--- config.mk ---
export PLATFORM = sky130hd
export DESIGN_NAME = sha1_mm_accel
export DESIGN_NICKNAME = d
export VERILOG_FILES = /design/src/rtl/sha1_pkg.sv /design/src/rtl/sha1_round.sv /design/src/rtl/sha1_mm_accel.sv
export SDC_FILE = /design/constraint.sdc
export NUM_CORES = 2
export LEC_CHECK = 0
export BUFFER_PORTS_ARGS = -buffer_cell sky130_fd_sc_hd__buf_2
export CAP_MARGIN = 30
export CORE_ASPECT_RATIO = 1.25
export CORE_MARGIN = 10
export CORE_UTILIZATION = 55
export CTS_CLUSTER_DIAMETER = 30
export DETAILED_ROUTE_END_ITERATION = 7
export PLACE_DENSITY = 0.78
export SETUP_SLACK_MARGIN = 0.5
export SYNTH_ARGS = -nofsm -noshare
export SYNTH_HDL_FRONTEND = slang
export SYNTH_SLANG_ARGS = --single-unit
--- constraint.sdc ---
create_clock -name clk -period 13.8 [get_ports clk]
set_input_delay 3.45 -clock clk [delete_from_list [all_inputs] [get_ports clk]]
set_output_delay 3.45 -clock clk [all_outputs]
set_load 0.05 [all_outputs]
--- src/rtl/sha1_pkg.sv ---
// Shared constants, types and round functions for the memory-mapped SHA-1 accelerator.
package sha1_pkg;

    localparam logic [31:0] SHA1_IV [5] = '{32'h67452301, 32'hEFCDAB89, 32'h98BADCFE,
                                            32'h10325476, 32'hC3D2E1F0};
    localparam logic [31:0] K_00_19 = 32'h5A827999;
    localparam logic [31:0] K_20_39 = 32'h6ED9EBA1;
    localparam logic [31:0] K_40_59 = 32'h8F1BBCDC;
    localparam logic [31:0] K_60_79 = 32'hCA62C1D6;

    localparam int CTRL     = 0;
    localparam int MSG_BASE = 1;
    localparam int DIG_BASE = 17;

    localparam int CTRL_START  = 0;
    localparam int CTRL_CONT   = 1;
    localparam int CTRL_IRQ_EN = 2;
    localparam int CTRL_CLR    = 3;

    typedef enum logic [1:0] {
        ST_IDLE,
        ST_LOAD,
        ST_ROUND,
        ST_FINAL
    } sha1_state_e;

    typedef struct packed {
        logic [31:0] a;
        logic [31:0] b;
        logic [31:0] c;
        logic [31:0] d;
        logic [31:0] e;
    } sha1_work_t;

    function automatic logic [31:0] rotl(input logic [31:0] x, input int n);
        return (x << n) | (x >> (32 - n));
    endfunction

    function automatic logic [31:0] sha1_f(input logic [6:0] t, input logic [31:0] b,
                                           input logic [31:0] c, input logic [31:0] d);
        if (t < 7'd20)      return (b & c) | (~b & d);
        else if (t < 7'd40) return b ^ c ^ d;
        else if (t < 7'd60) return (b & c) | (b & d) | (c & d);
        else                return b ^ c ^ d;
    endfunction

    function automatic logic [31:0] sha1_k(input logic [6:0] t);
        if (t < 7'd20)      return K_00_19;
        else if (t < 7'd40) return K_20_39;
        else if (t < 7'd60) return K_40_59;
        else                return K_60_79;
    endfunction

endpackage

--- src/rtl/sha1_round.sv ---
// One combinational SHA-1 round; chained several times per clock by the top level.
module sha1_round
    import sha1_pkg::*;
(
    input  sha1_work_t  i_work,
    input  logic [31:0] i_w,
    input  logic [6:0]  i_t,
    output sha1_work_t  o_work
);
    logic [31:0] w_temp;

    assign w_temp   = rotl(i_work.a, 5) + sha1_f(i_t, i_work.b, i_work.c, i_work.d)
                    + i_work.e + sha1_k(i_t) + i_w;
    assign o_work.a = w_temp;
    assign o_work.b = i_work.a;
    assign o_work.c = rotl(i_work.b, 30);
    assign o_work.d = i_work.c;
    assign o_work.e = i_work.d;

endmodule

--- src/rtl/sha1_mm_accel.sv ---
// Bus-slave register file around an iterative SHA-1 engine with block chaining,
// ROUNDS_PER_CYCLE rounds per clock, sticky done/err flags and a level interrupt.
module sha1_mm_accel
    import sha1_pkg::*;
#(
    parameter int ROUNDS_PER_CYCLE = 1,
    parameter int ADDR_WIDTH       = 5
) (
    input  logic                  clk,
    input  logic                  reset_n,
    input  logic                  write,
    input  logic                  read,
    input  logic [ADDR_WIDTH-1:0] address,
    input  logic [31:0]           writedata,
    output logic [31:0]           readdata,
    output logic                  irq
);
    localparam int         R         = ROUNDS_PER_CYCLE;
    localparam logic [6:0] LAST_STEP = 7'(80 - R);

    generate
        if (!(R == 1 || R == 2 || R == 4 || R == 5)) begin : g_bad_rounds
            $error("sha1_mm_accel: ROUNDS_PER_CYCLE must be 1, 2, 4 or 5");
        end
        if (ADDR_WIDTH < 5) begin : g_bad_addr
            $error("sha1_mm_accel: ADDR_WIDTH must be at least 5");
        end
    endgenerate

    sha1_state_e r_state;
    sha1_work_t  r_work;
    logic [31:0] r_msg [16];
    logic [31:0] r_w [16];
    logic [31:0] r_h [5];
    logic [6:0]  r_round;
    logic        r_done;
    logic        r_err;
    logic        r_irq_en;
    logic [15:0] r_blk_cnt;
    logic [31:0] r_readdata;

    logic        w_busy;
    logic        w_is_ctrl;
    logic        w_is_msg;
    logic        w_is_dig;
    logic [3:0]  w_msg_idx;
    logic [2:0]  w_dig_idx;
    logic [31:0] w_rdata;
    logic [31:0] w_sched [16+R];

    assign w_busy    = (r_state != ST_IDLE);
    assign w_is_ctrl = (address == ADDR_WIDTH'(CTRL));
    assign w_is_msg  = (address >= ADDR_WIDTH'(MSG_BASE)) && (address < ADDR_WIDTH'(DIG_BASE));
    assign w_is_dig  = (address >= ADDR_WIDTH'(DIG_BASE)) && (address < ADDR_WIDTH'(DIG_BASE + 5));
    assign w_msg_idx = 4'(address - ADDR_WIDTH'(MSG_BASE));
    assign w_dig_idx = 3'(address - ADDR_WIDTH'(DIG_BASE));
    assign readdata  = r_readdata;
    assign irq       = r_done & r_irq_en;

    always_comb begin
        w_rdata = '0;
        if (w_is_ctrl)     w_rdata = {r_blk_cnt, 12'h000, r_err, r_irq_en, r_done, w_busy};
        else if (w_is_msg) w_rdata = r_msg[w_msg_idx];
        else if (w_is_dig) w_rdata = r_h[w_dig_idx];
    end

    // Schedule words for this cycle's R rounds: w_sched[j] is W[t+j], extended past 15 as needed.
    always_comb begin
        for (int i = 0; i < 16; i++) w_sched[i] = r_w[i];
        for (int i = 16; i < 16 + R; i++)
            w_sched[i] = rotl(w_sched[i-3] ^ w_sched[i-8] ^ w_sched[i-14] ^ w_sched[i-16], 1);
    end

    genvar gi;
    generate
        for (gi = 0; gi < R; gi++) begin : g_round
            sha1_work_t w_in;
            sha1_work_t w_out;
            if (gi == 0) begin : g_head
                assign w_in = r_work;
            end else begin : g_link
                assign w_in = g_round[gi-1].w_out;
            end
            sha1_round u_round (
                .i_work (w_in),
                .i_w    (w_sched[gi]),
                .i_t    (r_round + 7'(gi)),
                .o_work (w_out)
            );
        end
    endgenerate

    always_ff @(posedge clk or negedge reset_n) begin
        if (!reset_n) begin
            r_state    <= ST_IDLE;
            r_work     <= '0;
            r_round    <= '0;
            r_done     <= 1'b0;
            r_err      <= 1'b0;
            r_irq_en   <= 1'b0;
            r_blk_cnt  <= '0;
            r_readdata <= '0;
            for (int i = 0; i < 16; i++) begin
                r_msg[i] <= '0;
                r_w[i]   <= '0;
            end
            for (int i = 0; i < 5; i++) r_h[i] <= SHA1_IV[i];
        end else begin
            if (read) r_readdata <= w_rdata;

            // CLR is applied before START, so a combined write clears and then starts.
            if (write && w_is_ctrl) begin
                r_irq_en <= writedata[CTRL_IRQ_EN];
                if (writedata[CTRL_CLR]) begin
                    r_done <= 1'b0;
                    r_err  <= 1'b0;
                end
                if (writedata[CTRL_START]) begin
                    if (w_busy) begin
                        r_err <= 1'b1;
                    end else begin
                        r_done  <= 1'b0;
                        r_err   <= 1'b0;
                        r_state <= ST_LOAD;
                        if (!writedata[CTRL_CONT]) begin
                            for (int i = 0; i < 5; i++) r_h[i] <= SHA1_IV[i];
                            r_blk_cnt <= '0;
                        end
                    end
                end
            end else if (write && w_is_msg) begin
                if (w_busy) r_err <= 1'b1;
                else        r_msg[w_msg_idx] <= writedata;
            end

            case (r_state)
                ST_LOAD: begin
                    for (int i = 0; i < 16; i++) r_w[i] <= r_msg[i];
                    r_work  <= '{a: r_h[0], b: r_h[1], c: r_h[2], d: r_h[3], e: r_h[4]};
                    r_round <= '0;
                    r_state <= ST_ROUND;
                end
                ST_ROUND: begin
                    r_work <= g_round[R-1].w_out;
                    for (int i = 0; i < 16; i++) r_w[i] <= w_sched[i+R];
                    r_round <= r_round + 7'(R);
                    if (r_round == LAST_STEP) r_state <= ST_FINAL;
                end
                ST_FINAL: begin
                    r_h[0]    <= r_h[0] + r_work.a;
                    r_h[1]    <= r_h[1] + r_work.b;
                    r_h[2]    <= r_h[2] + r_work.c;
                    r_h[3]    <= r_h[3] + r_work.d;
                    r_h[4]    <= r_h[4] + r_work.e;
                    r_blk_cnt <= r_blk_cnt + 16'd1;
                    r_done    <= 1'b1;
                    r_state   <= ST_IDLE;
                end
                default: ;
            endcase
        end
    end

endmodule

Word-level counts from Yosys, hierarchy flattened
Cells that the tools add are included.
{"block": "word_totals", "regBits": 1404, "word_cells": 162}
{"block": "op_classes", "mux": 47, "n_reduce_logical": 15, "add_sub_neg": 13, "bitwise": 21, "eq_ne": 7, "order_cmp": 10}
{"operator": "$pmux 512 s2", "count": 1}
{"operator": "$mux 160", "count": 5}
{"operator": "$bwmux 512", "count": 1}
{"operator": "$mux 32", "count": 13}
{"operator": "$pmux 160 s2", "count": 1}
{"operator": "$add 32x32->32", "count": 9}
{"operator": "$xor 32x32->32", "count": 5}
{"operator": "$and 32x32->32", "count": 4}
{"operator": "$bmux 32 s4", "count": 1}
{"operator": "$demux 32 s4", "count": 1}
{"operator": "$bmux 32 s3", "count": 1}
{"operator": "$or 32x32->32", "count": 3}
{"operator": "$mux 16", "count": 5}
{"operator": "$not 32->32", "count": 1}
{"operator": "$or 32x1->32", "count": 1}
{"operator": "$or 32x30->32", "count": 1}
{"operator": "$or 32x5->32", "count": 1}
{"operator": "$mux 31", "count": 1}
{"operator": "$add 16x1->16 const B", "count": 1}
{"operator": "$lt 7x6->1 const B", "count": 2}
{"operator": "$pmux 7 s2", "count": 1}
{"operator": "$reduce_bool 2->1", "count": 6}
{"operator": "$mux 1", "count": 11}
{"operator": "$ge 5x5->1 const B", "count": 2}
{"operator": "23 further kinds", "count": 35}

Longest topological paths before layout
{"block": "depth", "ltp_word": 11, "mapped_depth": 26}

Modules after synthesis
From an unflattened synthesis, not the netlist that was laid out.
{"block": "hier_totals", "cells_unflattened": 7264, "area_unflattened_um2": 78803.1}
{"module": "sha1_mm_accel", "area_each_um2": 72056.6, "instances": 1, "cells_each": 6430}
{"module": "sha1_round", "area_each_um2": 6746.5, "instances": 1, "cells_each": 834}

Worst setup path before layout
No wires, ideal clock.
{"block": "synth_timing", "path_type": "input to register", "startpoint": "input address[0]", "endpoint": "register r_readdata[15] (netlist: readdata[15])", "required_ns": 13.662, "setup_slack_ns": 6.461, "arrival_time_ns": 7.201, "n_path_buf": 10, "path_stages": 17, "cell_sequence": "clkbuf_1 > buf_2 > buf_1 > inv_1 > clkbuf_1 > clkbuf_1 > ha_1 > clkbuf_1 > buf_2 > buf_2 > buf_1 > clkbuf_1 > nand2_1 > o21ai_0 > nand2_1 > a32oi_1 > o22ai_1"}
{"block": "synth_between", "elab_chain_len": 8, "word_cells_on_any_way": 20, "cone_classes": "add/sub: 2; order compare: 4; mux: 9; bitwise: 2; reduce/logical: 3"}
{"item": "start, declared", "line": "sha1_mm_accel.sv:13", "rtl": "input logic [ADDR_WIDTH-1:0] address,"}
{"item": "branches (longest 7 deep; another with $sub 4x1->4)"}
{"item": "$mux 32 *", "line": "sha1_mm_accel.sv:62", "rtl": "if (w_is_ctrl) w_rdata = {r_blk_cnt, 12'h000, r_err, r_irq_en, r_done, w_busy};"}
{"item": "end signal, assigned", "line": "sha1_mm_accel.sv:109", "rtl": "if (read) r_readdata <= w_rdata;"}
{"item": "end, declared", "line": "sha1_mm_accel.sv:40", "rtl": "logic [31:0] r_readdata;"}
Every way passes the cells marked *. The select of a mux whose other input is x is not followed.
A chain may end at the register's enable or synchronous reset.

Worst setup path in the final report
{"block": "layout_timing", "startpoint": "register r_round[2]", "endpoint": "register r_work (netlist bit g_round[0].w_in[157])"}
{"block": "layout_between", "elab_chain_len": 9, "word_cells_on_any_way": 14, "cone_classes": "add/sub: 4; order compare: 3; mux: 7"}
{"item": "start, declared", "line": "sha1_mm_accel.sv:35", "rtl": "logic [6:0] r_round;"}
{"item": "start signal, assigned", "line": "sha1_mm_accel.sv:146", "rtl": "r_round <= r_round + 7'(R);"}
{"item": "$lt 7x6->1", "line": "sha1_pkg.sv:43, sha1_pkg.sv:50"}
{"item": "$mux 32", "line": "sha1_pkg.sv:43", "rtl": "else if (t < 7'd60) return (b & c) | (b & d) | (c & d);"}
{"item": "$mux 32", "line": "sha1_pkg.sv:42", "rtl": "else if (t < 7'd40) return b ^ c ^ d;"}
{"item": "$mux 32", "line": "sha1_pkg.sv:41", "rtl": "if (t < 7'd20) return (b & c) | (~b & d);"}
{"item": "$add 32x32->32", "line": "sha1_round.sv:12", "rtl": "assign w_temp = rotl(i_work.a, 5) + sha1_f(i_t, i_work.b, i_work.c, i_work.d)"}
{"item": "$add 32x32->32", "line": "sha1_round.sv:13", "rtl": "+ i_work.e + sha1_k(i_t) + i_w;"}
{"item": "$add 32x32->32 * (2 in series)", "line": "sha1_round.sv:13"}
{"item": "$pmux 160 s2 *", "line": "sha1_mm_accel.sv:136", "rtl": "case (r_state)"}
{"item": "end signal, assigned", "line": "sha1_mm_accel.sv:139", "rtl": "r_work <= '{a: r_h[0], b: r_h[1], c: r_h[2], d: r_h[3], e: r_h[4]};"}
{"item": "end signal, assigned", "line": "sha1_mm_accel.sv:144", "rtl": "r_work <= g_round[R-1].w_out;"}
{"item": "end, declared", "line": "sha1_mm_accel.sv:31", "rtl": "sha1_work_t r_work;"}
Mark *: on every way between the ends. The rest lies on a longest branch, timed or not.

==> summary.txt <==
Clocking
  – Total CTS buffers: 220
  – Clock Latency Late Sink: 0.86 ns
  – CTS tree: built
  – CTS clk-pin slew, worst paths: 0.04 ns
  – Post-CTS Setup Repair Bufs: 0
  – Htree depth: 4
  – # resized after CTS: 0
  – Clock sinks: 1404
  – Hold Buf Count CTS: 0
  – CTS max path bufs: 3
  – Clock Tree Root: clkbuf_16

Layout
  – Fin util: 62.6%
  – Final-stage net count: 7368
  – Fillers: 10.3k
  – Share of layout cells above drive strength 1: 19.7%
  – Layout Cells excl Fill: 9056
  – Synth-to-Final Area Change: 13.1%

STA
  – Final Hold Vio Count: 0
  – Fin crit share: 58.0%
  – Worst hold margin: 0.476 ns
  – Final Skew: 0.0366 ns
  – Max Slew Vio Count: 0
  – Minimum clock period: 8.01 ns
  – Max_slew headroom: 12.1%
  – RSZ-0062 raised after global routing: false
  – Worst Tran Pin Value: 1.32 ns
  – Final setup viols: 0
  – Setup TNS: 0 ns
  – Max Fclk: 125 MHz

Setup path
  – Worst path most repeated cell: fa_1
  – Buf+Inv Stages, Crit Path: 5
  – Arr. time, crit path: 8.68 ns
  – Critical path's top delay family: compound AO/OA/AOI/OAI gates
  – Kind of critical path: flip-flop to flip-flop
  – Critical Path Start: r_round[2]
  – CP Max Fanout: 32
  – Maximum single-stage delay on the critical path: 0.90 ns
  – R2R Path Start: r_round[2]
  – CP endpoint kind: flip-flop
  – R2r worst-path depth: 25
  – Critical path data required time: 14.47 ns
  – Slowest library cell on the worst path: o32ai_1
  – Reg-to-reg setup timing slack: 5.79 ns
  – Worst r2r dst: g_round[0].w_in[157]
  – CP Launch Type: flip-flop

Logic synthesis
  – Synthesized area: 77000 um2
  – Main synth FF type: dfrtp_1
  – Syn nets: 7448
  – Number of enable flip-flop cells after synthesis: 0
  – Top cell type's share of synthesized area: 43.0%
  – Largest family of logic cells by synthesized area: multiplexers
  – Gate Count Post-Synth: 7078
  – Xor and xnor fraction of the mapped netlist area: 3.04%
  – Top cells by area, synth: dfrtp_1 43%, mux2i_1 8.8%, mux2_2 8.3%
  – Ys async rst share: 100%
  – Cell taking the most area after synthesis: dfrtp_1
  – Syn Area/Cell: 10.9 um2
  – Simple-Gate Fraction of Synth Area: 7.55%
  – Complex-gate fraction of the synthesized area: 11.8%
  – Post-synthesis mux area share: 21.8%
  – Number of synthesis warnings: 0
  – Synth Register Bits: 1404
  – Sequential share of the synthesized area: 45.7%
  – Count of different cell masters after synthesis: 87
  – Adder-Cell Fraction of Synth Area: 6.56%

Worst hold path
  – HP Class: flip-flop to flip-flop
  – WHS Endpoint: r_h[128]
  – Hold Path Depth: 2
  – Hold Path Origin: r_h[128]

Run status
  – Failing checks: design-rule violations
  – Status: finished, violations left

Floorplanning
  – Die Area: 155000 um2
  – Die Span Y: 438 um
  – Row count: 153
  – I/O Pins: 74
  – Initial Util: 55.3%
  – Die Span X: 355 um
  – CORE AREA: 139000 um2

GRT
  – Vias in the first global route: 59.0k
  – Pin count of the biggest net entering global routing: 240
  – Global-route wire length before repair: 346000 um
  – Overall Global Routing Usage: 28.4%
  – Remaining Overflow, GRT: 0
  – Initial antenna violation count: 23

Detailed routing
  – WL/cell: 24.9 um
  – Residual DRC count: 4
  – DRT antenna net count: 0
  – Iteration-0 DRC Markers: 6308
  – Drt via density: 6.41
  – Routed WL: 225000 um
  – Vias: 58.1k
  – First-pass DRT Iterations: 8

Placed design
  – Global placer's final weighted congestion: 0.985
  – DPL Wire Length: 141000 um
  – Placed cells: 8631
  – Port buffer count: 73

Job
  – Max-cap violation count: 0
[flip-flops by register name, summed over array words and instances (netlist names)]
signal / count
r_msg: 512
r_w: 512
g_round.w_in: 160
r_h: 160
readdata: 32
r_blk_cnt: 16
r_round: 7
r_state: 2
r_done: 1
r_err: 1
r_irq_en: 1
[synthesized netlist by cell type (5+ instances only)]
| library cell | instances |
|---|---|
| o21ai_1 | 5 |
| and2_1 | 12 |
| nor2_1 | 882 |
| nand3b_1 | 6 |
| a32oi_1 | 31 |
| buf_2 | 59 |
| a31oi_1 | 36 |
| a41o_1 | 5 |
| mux2i_1 | 676 |
| o21a_1 | 27 |
| a21o_1 | 81 |
| or2_2 | 7 |
| and3_1 | 22 |
| inv_1 | 243 |
| a22oi_1 | 7 |
| nand4_1 | 10 |
| nor4_1 | 6 |
| o221a_2 | 11 |
| o22a_1 | 5 |
| clkbuf_1 | 325 |
| mux2_2 | 568 |
| a222oi_1 | 17 |
| a21oi_1 | 889 |
| o21ai_0 | 227 |
| xor2_1 | 88 |
| nor3_1 | 37 |
| or3_1 | 17 |
| fa_1 | 125 |
| nor2b_1 | 16 |
| mux4_2 | 161 |
| ha_1 | 204 |
| o211ai_1 | 14 |
| nand2b_1 | 15 |
| dfrtp_1 | 1324 |
| buf_1 | 70 |
| o22ai_1 | 50 |
| o31ai_1 | 25 |
| nand2_1 | 310 |
| xnor2_1 | 179 |
| nand3_1 | 60 |
| o21bai_1 | 21 |
| dfstp_2 | 80 |
| a211oi_1 | 27 |
| a21boi_0 | 8 |
| a211o_1 | 10 |
[worst register-to-register path, stage by stage, from the launching register on]
cell      delay (ns)
dfrtp_1         0.43
o21ai_0         0.16
and2_1          0.13
buf_4           0.53
inv_1           0.41
nand2_1         0.47
nand2_1         0.42
buf_4           0.39
a222oi_1        0.36
fa_1            0.51
fa_1            0.52
fa_1            0.42
inv_1           0.07
ha_1            0.18
inv_1           0.07
fa_1            0.42
nor2b_1         0.15
o21ai_0         0.13
nand3_1         0.11
a31oi_1         0.18
o32ai_1         0.90
a211o_1         0.26
nand2_1         0.12
o21ai_0         0.24
xnor2_1         0.15
a31oi_1         0.09
[worst max path at each step]
stage	endpoint	slack, ns	cells past startpoint
2_1_floorplan	readdata[15]	6.46	17
3_3_place_gp	readdata[18]	5.67	9
3_5_place_dp	readdata[18]	5.62	9
4_1_cts	g_round[0].w_in[157]	6.07	25
6_report	g_round[0].w_in[157]	5.79	25
5_1_grt	g_round[0].w_in[158]	5.76	23
[logic make-up (layout without fill, tap and decap cells)]
kind of cell / Yosys count / count (layout)
simple gates: 1416 / 1416
xor+xnor: 267 / 267
buf+inv: 698 / 812
flops: 1404 / 1404
compound gates: 1559 / 1559
fa+ha+maj: 329 / 329
mux: 1405 / 1405
other cells: 0 / 4
[cell type report]
cell class / count / area (um2) / share of cell area, %
flip-flops and latches: 1404 / 35200 / 40.4
diodes: 4 / 10.0 / 0.0115
clock inverters: 145 / 1900 / 2.18
clock buffers: 271 / 6040 / 6.93
repair buffers: 152 / 1340 / 1.54
inverters: 244 / 916 / 1.05
multi-input cells: 4976 / 39400 / 45.2
well taps: 1860 / 2330 / 2.67
[placed cells by master (no fill, tap or decap), drive strengths merged, types with 30 or more instances in the layout]
cell / n
inv: 282
mux2i: 676
nand3: 60
xnor2: 179
nor3: 37
a21o: 81
clkinv: 43
a21oi: 890
mux2: 568
dfrtp: 1324
a32oi: 31
clkbuf: 271
fa: 125
ha: 204
nand2: 310
xor2: 88
mux4: 161
dfstp: 80
a31oi: 36
o21ai: 233
nor2: 882
clkinvlp: 34
buf: 152
bufinv: 30
o22ai: 50
[layer usage]
layer	up-vias	routed length [um]	track usage [%]
li1	25100	-	-
met1	29400	85100	35.0
met2	2801	107000	45.6
met3	761	19600	6.60
met4	24	13700	16.7
met5	-	157	0
[per-stage QoR]
| step | area, um2 | worst slack, ns |
|---|---|---|
| 2_1_floorplan | 77000 | 6.46 |
| 3_3_place_gp | 78900 | 5.67 |
| 3_5_place_dp | 79100 | 5.62 |
| 4_1_cts | 87000 | 6.07 |
| 5_1_grt | 87100 | 5.76 |
| 6_report | 87100 | 5.79 |
Power is not shown: default switching activity piles up to over one toggle a cycle in this logic, so the estimate is an artifact.
